**config.mk**
```make
export PLATFORM = sky130hd
export DESIGN_NAME = vga_timing
export DESIGN_NICKNAME = d
export VERILOG_FILES = /design/src/rtl/vga_pkg.sv /design/src/rtl/vga_delay.sv /design/src/rtl/vga_timing.sv
export SDC_FILE = /design/constraint.sdc
export NUM_CORES = 1
export LEC_CHECK = 0
export CAP_MARGIN = 20
export CELL_PAD_IN_SITES_DETAIL_PLACEMENT = 1
export CELL_PAD_IN_SITES_GLOBAL_PLACEMENT = 2
export CORE_MARGIN = 3
export CORE_UTILIZATION = 36
export CTS_CLUSTER_DIAMETER = 150
export DETAILED_ROUTE_END_ITERATION = 7
export DONT_BUFFER_PORTS = 1
export PLACE_DENSITY = 0.7
export SYNTH_ARGS = -nofsm -noshare
export SYNTH_HDL_FRONTEND = slang
export SYNTH_SLANG_ARGS = --single-unit
```
**constraint.sdc**
```tcl
create_clock -name clk -period 2.5 [get_ports clk]
set_input_delay 0.25 -clock clk [delete_from_list [all_inputs] [get_ports clk]]
set_output_delay 0.25 -clock clk [all_outputs]
set_load 0.02 [all_outputs]
```
**src/rtl/vga_pkg.sv**
```systemverilog
// Shared timing constants and helpers for the VGA display front end.
// Default values describe 640x480@60 with a 25 MHz pixel clock.
package vga_pkg;

    // Horizontal timing, in pixels
    localparam int H_ACTIVE_DEF = 640;
    localparam int H_FP_DEF     = 16;
    localparam int H_SYNC_DEF   = 96;
    localparam int H_BP_DEF     = 48;

    // Vertical timing, in lines
    localparam int V_ACTIVE_DEF = 480;
    localparam int V_FP_DEF     = 10;
    localparam int V_SYNC_DEF   = 2;
    localparam int V_BP_DEF     = 33;

    // Derived totals: 800 x 525 with the defaults
    localparam int H_TOT_DEF = H_ACTIVE_DEF + H_FP_DEF + H_SYNC_DEF + H_BP_DEF;
    localparam int V_TOT_DEF = V_ACTIVE_DEF + V_FP_DEF + V_SYNC_DEF + V_BP_DEF;

    // Sync window bounds (inclusive): hsync [656,751], vsync [490,491]
    localparam int HS_FIRST_DEF = H_ACTIVE_DEF + H_FP_DEF;
    localparam int HS_LAST_DEF  = H_ACTIVE_DEF + H_FP_DEF + H_SYNC_DEF - 1;
    localparam int VS_FIRST_DEF = V_ACTIVE_DEF + V_FP_DEF;
    localparam int VS_LAST_DEF  = V_ACTIVE_DEF + V_FP_DEF + V_SYNC_DEF - 1;

    // Raster counters and pix_x/pix_y share this width; totals must stay below 1024
    localparam int CNT_W = 10;

    // Other defaults
    localparam int RD_LATENCY_DEF = 1;
    localparam int RGB_W_DEF      = 12;

    // Framebuffer address width needed to cover every visible pixel
    function automatic int fb_addr_w(input int h_active, input int v_active);
        return $clog2(h_active * v_active);
    endfunction

    // Per-pixel control flags carried alongside the framebuffer read
    typedef struct packed {
        logic hsync;        // inside hsync window (active-high internally)
        logic vsync;        // inside vsync window (active-high internally)
        logic active;       // visible pixel
        logic frame_start;  // position (0,0)
    } raster_flags_t;

    localparam int FLAGS_W = $bits(raster_flags_t);

endpackage

```
**src/rtl/vga_delay.sv**
```systemverilog
// Parameterised shift register with asynchronous reset to a supplied value.
// Used to hold raster control flags while the framebuffer read is in flight.
module vga_delay #(
    parameter int               WIDTH   = 4,
    parameter int               DEPTH   = 2,
    parameter logic [WIDTH-1:0] RST_VAL = '0
) (
    input  logic             clk,
    input  logic             rst,
    input  logic [WIDTH-1:0] din,
    output logic [WIDTH-1:0] dout
);

    // tap[0] is the input, tap[DEPTH] the fully delayed output
    logic [WIDTH-1:0] tap [DEPTH+1];

    assign tap[0] = din;

    genvar gi;
    generate
        for (gi = 0; gi < DEPTH; gi++) begin : g_stage
            logic [WIDTH-1:0] q_reg;

            // One pipeline stage, cleared to the reset value
            always_ff @(posedge clk or posedge rst) begin
                if (rst) begin
                    q_reg <= RST_VAL;
                end else begin
                    q_reg <= tap[gi];
                end
            end

            assign tap[gi+1] = q_reg;
        end
    endgenerate

    assign dout = tap[DEPTH];

endmodule

```
**src/rtl/vga_timing.sv**
```systemverilog
// VGA raster generator: counts the raster, issues linear framebuffer reads
// and re-aligns the returned pixel with sync/blank so all pin outputs change
// on the same edge. Counter-to-pin latency is RD_LATENCY+2 cycles.
module vga_timing
    import vga_pkg::*;
#(
    parameter int H_ACTIVE   = H_ACTIVE_DEF,
    parameter int H_FP       = H_FP_DEF,
    parameter int H_SYNC     = H_SYNC_DEF,
    parameter int H_BP       = H_BP_DEF,
    parameter int V_ACTIVE   = V_ACTIVE_DEF,
    parameter int V_FP       = V_FP_DEF,
    parameter int V_SYNC     = V_SYNC_DEF,
    parameter int V_BP       = V_BP_DEF,
    parameter bit SYNC_POL   = 1'b0,             // level while asserted; 0 = active-low
    parameter int RD_LATENCY = RD_LATENCY_DEF,   // 1..4
    parameter int RGB_W      = RGB_W_DEF,
    parameter int ADDR_W     = fb_addr_w(H_ACTIVE_DEF, V_ACTIVE_DEF)
) (
    input  logic              clk,
    input  logic              rst,
    output logic              fb_rd_en,
    output logic [ADDR_W-1:0] fb_addr,
    output logic [CNT_W-1:0]  pix_x,
    output logic [CNT_W-1:0]  pix_y,
    input  logic [RGB_W-1:0]  rgb_in,
    output logic              hsync,
    output logic              vsync,
    output logic              video_on,
    output logic [RGB_W-1:0]  rgb_out,
    output logic              frame_start
);

    localparam int H_TOT = H_ACTIVE + H_FP + H_SYNC + H_BP;
    localparam int V_TOT = V_ACTIVE + V_FP + V_SYNC + V_BP;

    // Counter-width copies of the timing bounds, so compares stay width-matched
    localparam logic [CNT_W-1:0] H_LAST   = CNT_W'(H_TOT - 1);
    localparam logic [CNT_W-1:0] V_LAST   = CNT_W'(V_TOT - 1);
    localparam logic [CNT_W-1:0] H_VIS    = CNT_W'(H_ACTIVE);
    localparam logic [CNT_W-1:0] V_VIS    = CNT_W'(V_ACTIVE);
    localparam logic [CNT_W-1:0] HS_FIRST = CNT_W'(H_ACTIVE + H_FP);
    localparam logic [CNT_W-1:0] HS_LAST  = CNT_W'(H_ACTIVE + H_FP + H_SYNC - 1);
    localparam logic [CNT_W-1:0] VS_FIRST = CNT_W'(V_ACTIVE + V_FP);
    localparam logic [CNT_W-1:0] VS_LAST  = CNT_W'(V_ACTIVE + V_FP + V_SYNC - 1);

    // Flags wait one cycle for the request register plus RD_LATENCY for the read
    localparam int FLAG_DEPTH = RD_LATENCY + 1;

    logic [CNT_W-1:0] hcnt;
    logic [CNT_W-1:0] vcnt;

    logic          req_active;
    logic          req_origin;
    raster_flags_t flags_req;
    raster_flags_t flags_aligned;

    // Raster position: hcnt every cycle, vcnt on hcnt wrap, both wrap at their totals
    always_ff @(posedge clk or posedge rst) begin
        if (rst) begin
            hcnt <= '0;
            vcnt <= '0;
        end else if (hcnt == H_LAST) begin
            hcnt <= '0;
            vcnt <= (vcnt == V_LAST) ? '0 : vcnt + 1'b1;
        end else begin
            hcnt <= hcnt + 1'b1;
        end
    end

    // Classify the position currently held in the counters
    always_comb begin
        req_active            = (hcnt < H_VIS) && (vcnt < V_VIS);
        req_origin            = (hcnt == '0) && (vcnt == '0);
        flags_req             = '0;
        flags_req.hsync       = (hcnt >= HS_FIRST) && (hcnt <= HS_LAST);
        flags_req.vsync       = (vcnt >= VS_FIRST) && (vcnt <= VS_LAST);
        flags_req.active      = req_active;
        flags_req.frame_start = req_origin;
    end

    // Request stage: linear address tracks the raster without a multiplier.
    // It holds across blanking, so the next line resumes at the right address,
    // and is forced to 0 at (0,0) so a frame can never run past the last pixel.
    always_ff @(posedge clk or posedge rst) begin
        if (rst) begin
            fb_rd_en <= 1'b0;
            fb_addr  <= '0;
            pix_x    <= '0;
            pix_y    <= '0;
        end else begin
            fb_rd_en <= req_active;
            pix_x    <= hcnt;
            pix_y    <= vcnt;
            if (req_active) begin
                fb_addr <= req_origin ? '0 : fb_addr + 1'b1;
            end
        end
    end

    // Carry control flags alongside the in-flight read
    vga_delay #(
        .WIDTH   (FLAGS_W),
        .DEPTH   (FLAG_DEPTH),
        .RST_VAL ('0)
    ) u_flag_delay (
        .clk  (clk),
        .rst  (rst),
        .din  (flags_req),
        .dout (flags_aligned)
    );

    // Output stage: every pin signal registered on the same edge, no skew
    always_ff @(posedge clk or posedge rst) begin
        if (rst) begin
            hsync       <= ~SYNC_POL;
            vsync       <= ~SYNC_POL;
            video_on    <= 1'b0;
            frame_start <= 1'b0;
            rgb_out     <= '0;
        end else begin
            hsync       <= flags_aligned.hsync ? SYNC_POL : ~SYNC_POL;
            vsync       <= flags_aligned.vsync ? SYNC_POL : ~SYNC_POL;
            video_on    <= flags_aligned.active;
            frame_start <= flags_aligned.frame_start;
            rgb_out     <= flags_aligned.active ? rgb_in : '0;
        end
    end

endmodule

```
==> results.ini, run 1 <==
[cells_and_area]
syn_to_final_growth_pct = 10.6
largest_register_ffs = 19
num-nets-final = 303
fin_cells = 397
max_flop_register = fb_addr
reg_top3 = fb_addr: 19 flops, rgb_out: 12 flops
layout_commonest_cell = dfrtp_1
fill_cells = 947
mostFrequentLayoutCells = 81 x dfrtp_1, 17 x nand2_1, 15 x o21ai_0
drive_above_1_share_pct = 9.69
antenna_cells = 0

[setup_path]
r2r_end = fb_addr[17]
rrSetupSlack_ps = 440
timing.rr.start = vcnt[8]
endpoint_kind = register
crit_fanout = 13
worstPathRequired_ps = 2770
criticalPathCategory = register to register
cp.arrival_ps = 2320
critPathLaunchType = register
worst-r2r-cell-count = 4

[sta]
finalCriticalPeriod_ps = 2060
finalSetupTns_ps = 0
slew_headroom_pct = 61.6
max_freq_mhz = 486
skew_ps = 11.4
rsz0062_at_grt = no
setup_viol = 0
period_share_pct = 82.2
final.setup.worst_slack_ps = 444
finalHoldViolations = 0
slew_viol_final = 0
worst_pin_slew_ps = 572

[synth]
synth.top_cell.area_share_pct = 61.9
synth_area_um2 = 3270
synth_edf_count = 0
synth_area_leaders = dfrtp_1 62%, and2_1 2.7%, xor2_1 2.7%
synth_flop_cell = dfrtp_1
yosysSeqAreaShare_pct = 63.5
synth_top_area_cell = dfrtp_1
synth.distinct_cells = 38
synth_fp_nets = 296
yosys_warnings = 0
synth_async_sr_flop_share_pct = 100
synthCells = 277
synth-seq-cells = 83
synth_area_per_cell_um2 = 11.8

[grt]
grt_overflow = 0
grt_pass1_wl_um = 11500
antenna_found_initial = 0
grt_use_total_pct = 14.6
grt_pass1_vias = 2225
grt_start_max_net_pins = 54

[die]
row_count = 34
dieHeight_um = 101
core-area_um2 = 8760
ios = 70
die_w_um = 101
initial_core_util_pct = 37.4
dieArea_um2 = 10300

[pwr]
leakage_nw = 1.59
p_per_area_nw_per_um2 = 640
irDropWorstVdd_mv = 0.341

[cts]
cts_buffer_depth = 2
numCtsBuffers = 9
path_clk_slew_ps = 90
cts_max_level = 3
insertion_delay_ps = 350
cts_resized = 0
cts.sinks = 83
cts_tree = yes
cts-root-buf = clkbuf_8

[min_path]
hp-class = input pin to register
hp-start = rgb_in[1]
min_delay_path_depth = 1
hold_path_end = rgb_out[1]

[placed_design]
dp_hpwl_um = 4770
place_ws_ps = 449
port_buffers = 0
place_congestion = 0.740
place_inst = 378

[routing]
dr.pass1.iters = 3
drt-initial-drc-count = 40
vias = 2121
vias_per_cell = 5.34
routed_wl_um = 7030
antenna_left = 0
drc = 0
wl_per_cell_um = 17.7

[run_status]
run_status = finished clean

[run]
maxCapViolCount = 0

-- worst max-delay path by stage --
stage / start / end / slack [ps]
after global placement: vcnt[8] / fb_addr[13] / 540
after detailed placement: vcnt[8] / fb_addr[17] / 450
after floorplan: rst / fb_addr[0] / 120
after CTS: vcnt[8] / fb_addr[17] / 430
after global routing: vcnt[8] / fb_addr[15] / 310
final: vcnt[8] / fb_addr[17] / 440
-- cell families (layout without fill, tap and decap cells) --
kind of cell,Yosys count,count (layout),share of synthesized area [%]
buf+inv,21,33,2.56
fa+ha+maj,5,5,1.91
simple gates,108,108,18.9
xor+xnor,16,16,4.28
compound gates,44,44,8.79
flops,83,83,63.5
-- per-layer routing --
layer  track usage [%]  share of wire [%]  up-vias
met1              17.4                 42     1076
li1                  -                  -      989
met5                 0                  0        -
met3              4.75                5.8        5
met4              4.60                1.2        0
met2              25.1                 51       51
-- area by class of cell --
class | count | area (um2) | area share [%]
Clock buffer | 9 | 124 | 3.42
Clock inverter | 7 | 58.8 | 1.62
Inverter | 11 | 42.5 | 1.17
Multi-Input combinational cell | 173 | 1120 | 30.8
Sequential cell | 83 | 2080 | 57.4
Tap cell | 108 | 135 | 3.73
Timing Repair Buffer | 6 | 65.1 | 1.80
-- timing repair --
action | CTS | global route
hold buffers | 1 | 2
hold endpoints to repair | 30 | 2
buffers inserted | 0 | 0
-- synth_stat cells, types with 2 or more instances --
cell type  instances
clkbuf_1           6
nand4_1            9
and3_1            11
dfrtp_1           81
buf_2              4
or3_1              6
nor2b_1            2
and2_1            14
nand3_1           14
o31ai_1            8
xor2_1            10
a21oi_1           12
nand2_1           17
or4_1              6
xnor2_1            6
nor4_1             4
dfstp_2            2
nor2_1            14
a31oi_1            3
ha_1               5
o21ai_0           15
and4_1             2
inv_1             11
-- power breakdown --
group          leakage (nW)  switching, mW  internal (mW)
clock network        0.0929          0.531          0.380
registers              1.08         0.0164           1.35
logic                 0.419         0.0279         0.0115
total                  1.59          0.575           1.74
-- worst max-delay path, cell delays in order (launching register included) --
cell	delay [ps]
dfrtp_1	460
a41oi_4	400
nand4b_2	360
or4_1	590
a21oi_1	170
-- stage by stage --
step                      power [mW]  utilization, %  area, um2  hold WS [ps]
after floorplan                 1.42               -       3270           331
after global placement          1.43            38.9       3410           194
after detailed placement        1.43            38.9       3410           203
after CTS                       2.36            41.1       3600          4.03
after global routing            2.43            41.3       3620         0.275
final                           2.32            41.3       3620          23.4
(Power assumes the default switching activity.)
==> run 2: changes to the inputs <==
Settings changed: CORE_UTILIZATION 36 to 40, PLACE_DENSITY 0.7 to 0.74.
Clock period 2.5 ns to 2.1 ns, I/O delays scaled along.
==> run 2 against run 1 <==
Net effect:
- clock skew fell by 4.8 ps
- non-clock buffer count rose by 30
- setup slack got worse by 220 ps
- critical path type unchanged
- largest power group unchanged
==> results.ini, run 2 (synthesized netlist as in run 1, its figures left out) <==
[setup_path]
cp.arrival_ps = 2150  ; was 2320 ps
endpoint_kind = register  ; unchanged
cpMaxStageDelayCell = or4_1  ; unchanged
crit_path_cell_trace = a41oi_4, buf_4, nand3_2, or4_1, a21oi_1  ; was a41oi_4, nand4b_2, or4_1, a21oi_1
critPathLaunchType = register  ; unchanged
crit_fanout = 8  ; was 13
criticalPathCategory = register to register  ; unchanged
worstPathRequired_ps = 2370  ; was 2770 ps
cpPeakStageDelay_ps = 530  ; was 590 ps

[sta]
finalHoldViolations = 0  ; unchanged
worst_pin_slew_ps = 568  ; was 572 ps
rsz0062_at_grt = no  ; unchanged
period_share_pct = 89.4  ; was 82.2%
setup_viol = 0  ; unchanged
skew_ps = 6.55  ; was 11.4 ps
max_freq_mhz = 533  ; was 486 MHz
finalSetupTns_ps = 0  ; unchanged
slew_headroom_pct = 62.0  ; was 61.6%
slew_viol_final = 0  ; unchanged
finalCriticalPeriod_ps = 1880  ; was 2060 ps

[routing]
dr.pass1.iters = 4  ; was 3
met2WireLength_um = 3950  ; was 3570 um
vias = 2256  ; was 2,121
dr.max_layer_used = met4  ; unchanged
wl_per_cell_um = 17.9  ; was 17.7 um
wl_met3_um = 369  ; was 406 um
antenna_left = 0  ; unchanged
wl_met1_um = 3120  ; was 2970 um
drt-initial-drc-count = 34  ; was 40
routed_wl_um = 7520  ; was 7030 um
vias_per_cell = 5.36  ; was 5.34
drc = 0  ; unchanged

[cts]
cts_buffer_depth = 2  ; unchanged
cts-root-buf = clkbuf_8  ; unchanged
numCtsBuffers = 9  ; unchanged
cts_resized = 0  ; unchanged
cts.sinks = 83  ; unchanged
cts_tree = yes  ; unchanged
path_clk_slew_ps = 90  ; about the same
insertion_delay_ps = 350  ; about the same
cts_max_level = 3  ; unchanged

[die]
row_count = 32  ; was 34
initial_core_util_pct = 41.7  ; was 37.4%
ios = 70  ; unchanged
core-area_um2 = 7850  ; was 8760 um2
die_w_um = 96.5  ; was 101 um
dieHeight_um = 96.5  ; was 101 um
dieArea_um2 = 9300  ; was 10,300 um2

[cells_and_area]
syn_to_final_growth_pct = 20.3  ; was 10.6%
layout_commonest_cell = dfrtp_1  ; unchanged
drive_above_1_share_pct = 15.0  ; was 9.69%
reg_top3 = fb_addr: 19 flops, rgb_out: 12 flops  ; unchanged
num-nets-final = 333  ; was 303
fin_util_pct = 50.2  ; was 41.3%
max_flop_register = fb_addr  ; unchanged
fill_cells = 827  ; was 947
mostFrequentLayoutCells = 81 x dfrtp_1, 22 x buf_4, 17 x nand2_1  ; was 81 x dfrtp_1, 17 x nand2_1, 15 x o21ai_0
antenna_cells = 0  ; unchanged
fin_area_um2 = 3940  ; was 3620 um2
largest_register_ffs = 19  ; unchanged

[placed_design]
place_congestion = 0.760  ; was 0.740
port_buffers = 0  ; unchanged
dp_hpwl_um = 5210  ; was 4770 um
place_area_um2 = 3550  ; was 3410 um2

[pwr]
leakage_nw = 1.76  ; was 1.59 nW
p_per_area_nw_per_um2 = 799  ; was 640 nW/um2
irDropWorstVdd_mv = 0.331  ; was 0.341 mV

[grt]
grt_use_total_pct = 17.4  ; was 14.6%
grt_pass1_wl_um = 12200  ; was 11,500 um
grt_pass1_vias = 2359  ; was 2,225
grt_start_max_net_pins = 32  ; was 54
grt_overflow = 0  ; unchanged
antenna_found_initial = 0  ; unchanged

[min_path]
hp-class = register to register  ; was input pin to register

[run]
maxCapViolCount = 0  ; unchanged

[run_status]
run_status = finished clean  ; unchanged

run 2: cell count changes in the layout (fill, tap and decap cells not counted):
cell           before  now
dlygate4sd3_1       3   13
inv_8               1    2
clkinv_2            2    0
inv_6               4    2
buf_4               2   22
bufinv_16           0    3
run 2: area by class of cell:
class | instances | area [um2] | share of cell area (%)
Sequential cell | 83 | 2080 | 52.8
Clock buffer | 9 | 124 | 3.15
Tap cell | 102 | 128 | 3.24
Inverter | 11 | 45.0 | 1.14
Clock inverter | 7 | 130 | 3.30
Timing Repair Buffer | 36 | 315 | 8.01
Multi-Input combinational cell | 173 | 1120 | 28.3
run 2: repair_timing:
action | CTS | global route
hold buffers | 12 | 1
setup buffers | 0 | 0
endpoints found under the hold margin | 32 | 1
run 2: through the flow:
step	total power, mW	setup WS, ps	instances	hold slack (ps)
CTS	3.19	234	420	2.91
global route	3.27	129	421	370
global placement	1.71	320	392	157
detailed placement	1.71	273	392	170
floorplan	1.69	332	277	331
finish	3.15	222	421	357
run 2: worst paths after layout:
| check | startpoint | end | slack [ps] | cells after the start |
|---|---|---|---|---|
| max | vcnt[8] | fb_addr[16] | 220 | 5 |
| min | u_flag_delay.g_stage[0].q_reg[3] | u_flag_delay.dout[3] | 360 | 0 |
| min in group asynchronous | rst | rgb_out[6] | 380 | 2 |
| max in group asynchronous | rst | hsync | 1070 | 3 |
| min reg2reg | u_flag_delay.g_stage[0].q_reg[3] | u_flag_delay.dout[3] | 360 | 0 |
| max reg2reg | vcnt[8] | fb_addr[16] | 220 | 5 |
run 2: critical path: cells and delay by family (launching register included):
family	cells	cell delay [ps]
simple gates	2	680
flops	1	470
compound gates	2	460
buf+inv	1	190
run 2: routing by layer:
metal / up-vias / track usage, %
met3: 7 / 5.11
met5: - / 0
met1: 1163 / 20.8
li1: 1043 / -
met4: 0 / 5.72
met2: 43 / 30.0
run 2: power by group:
part	internal, mW	total, mW	switching [mW]
clock	0.815	1.45	0.635
sequential	1.61	1.63	0.0202
combinational	0.0284	0.0666	0.0382
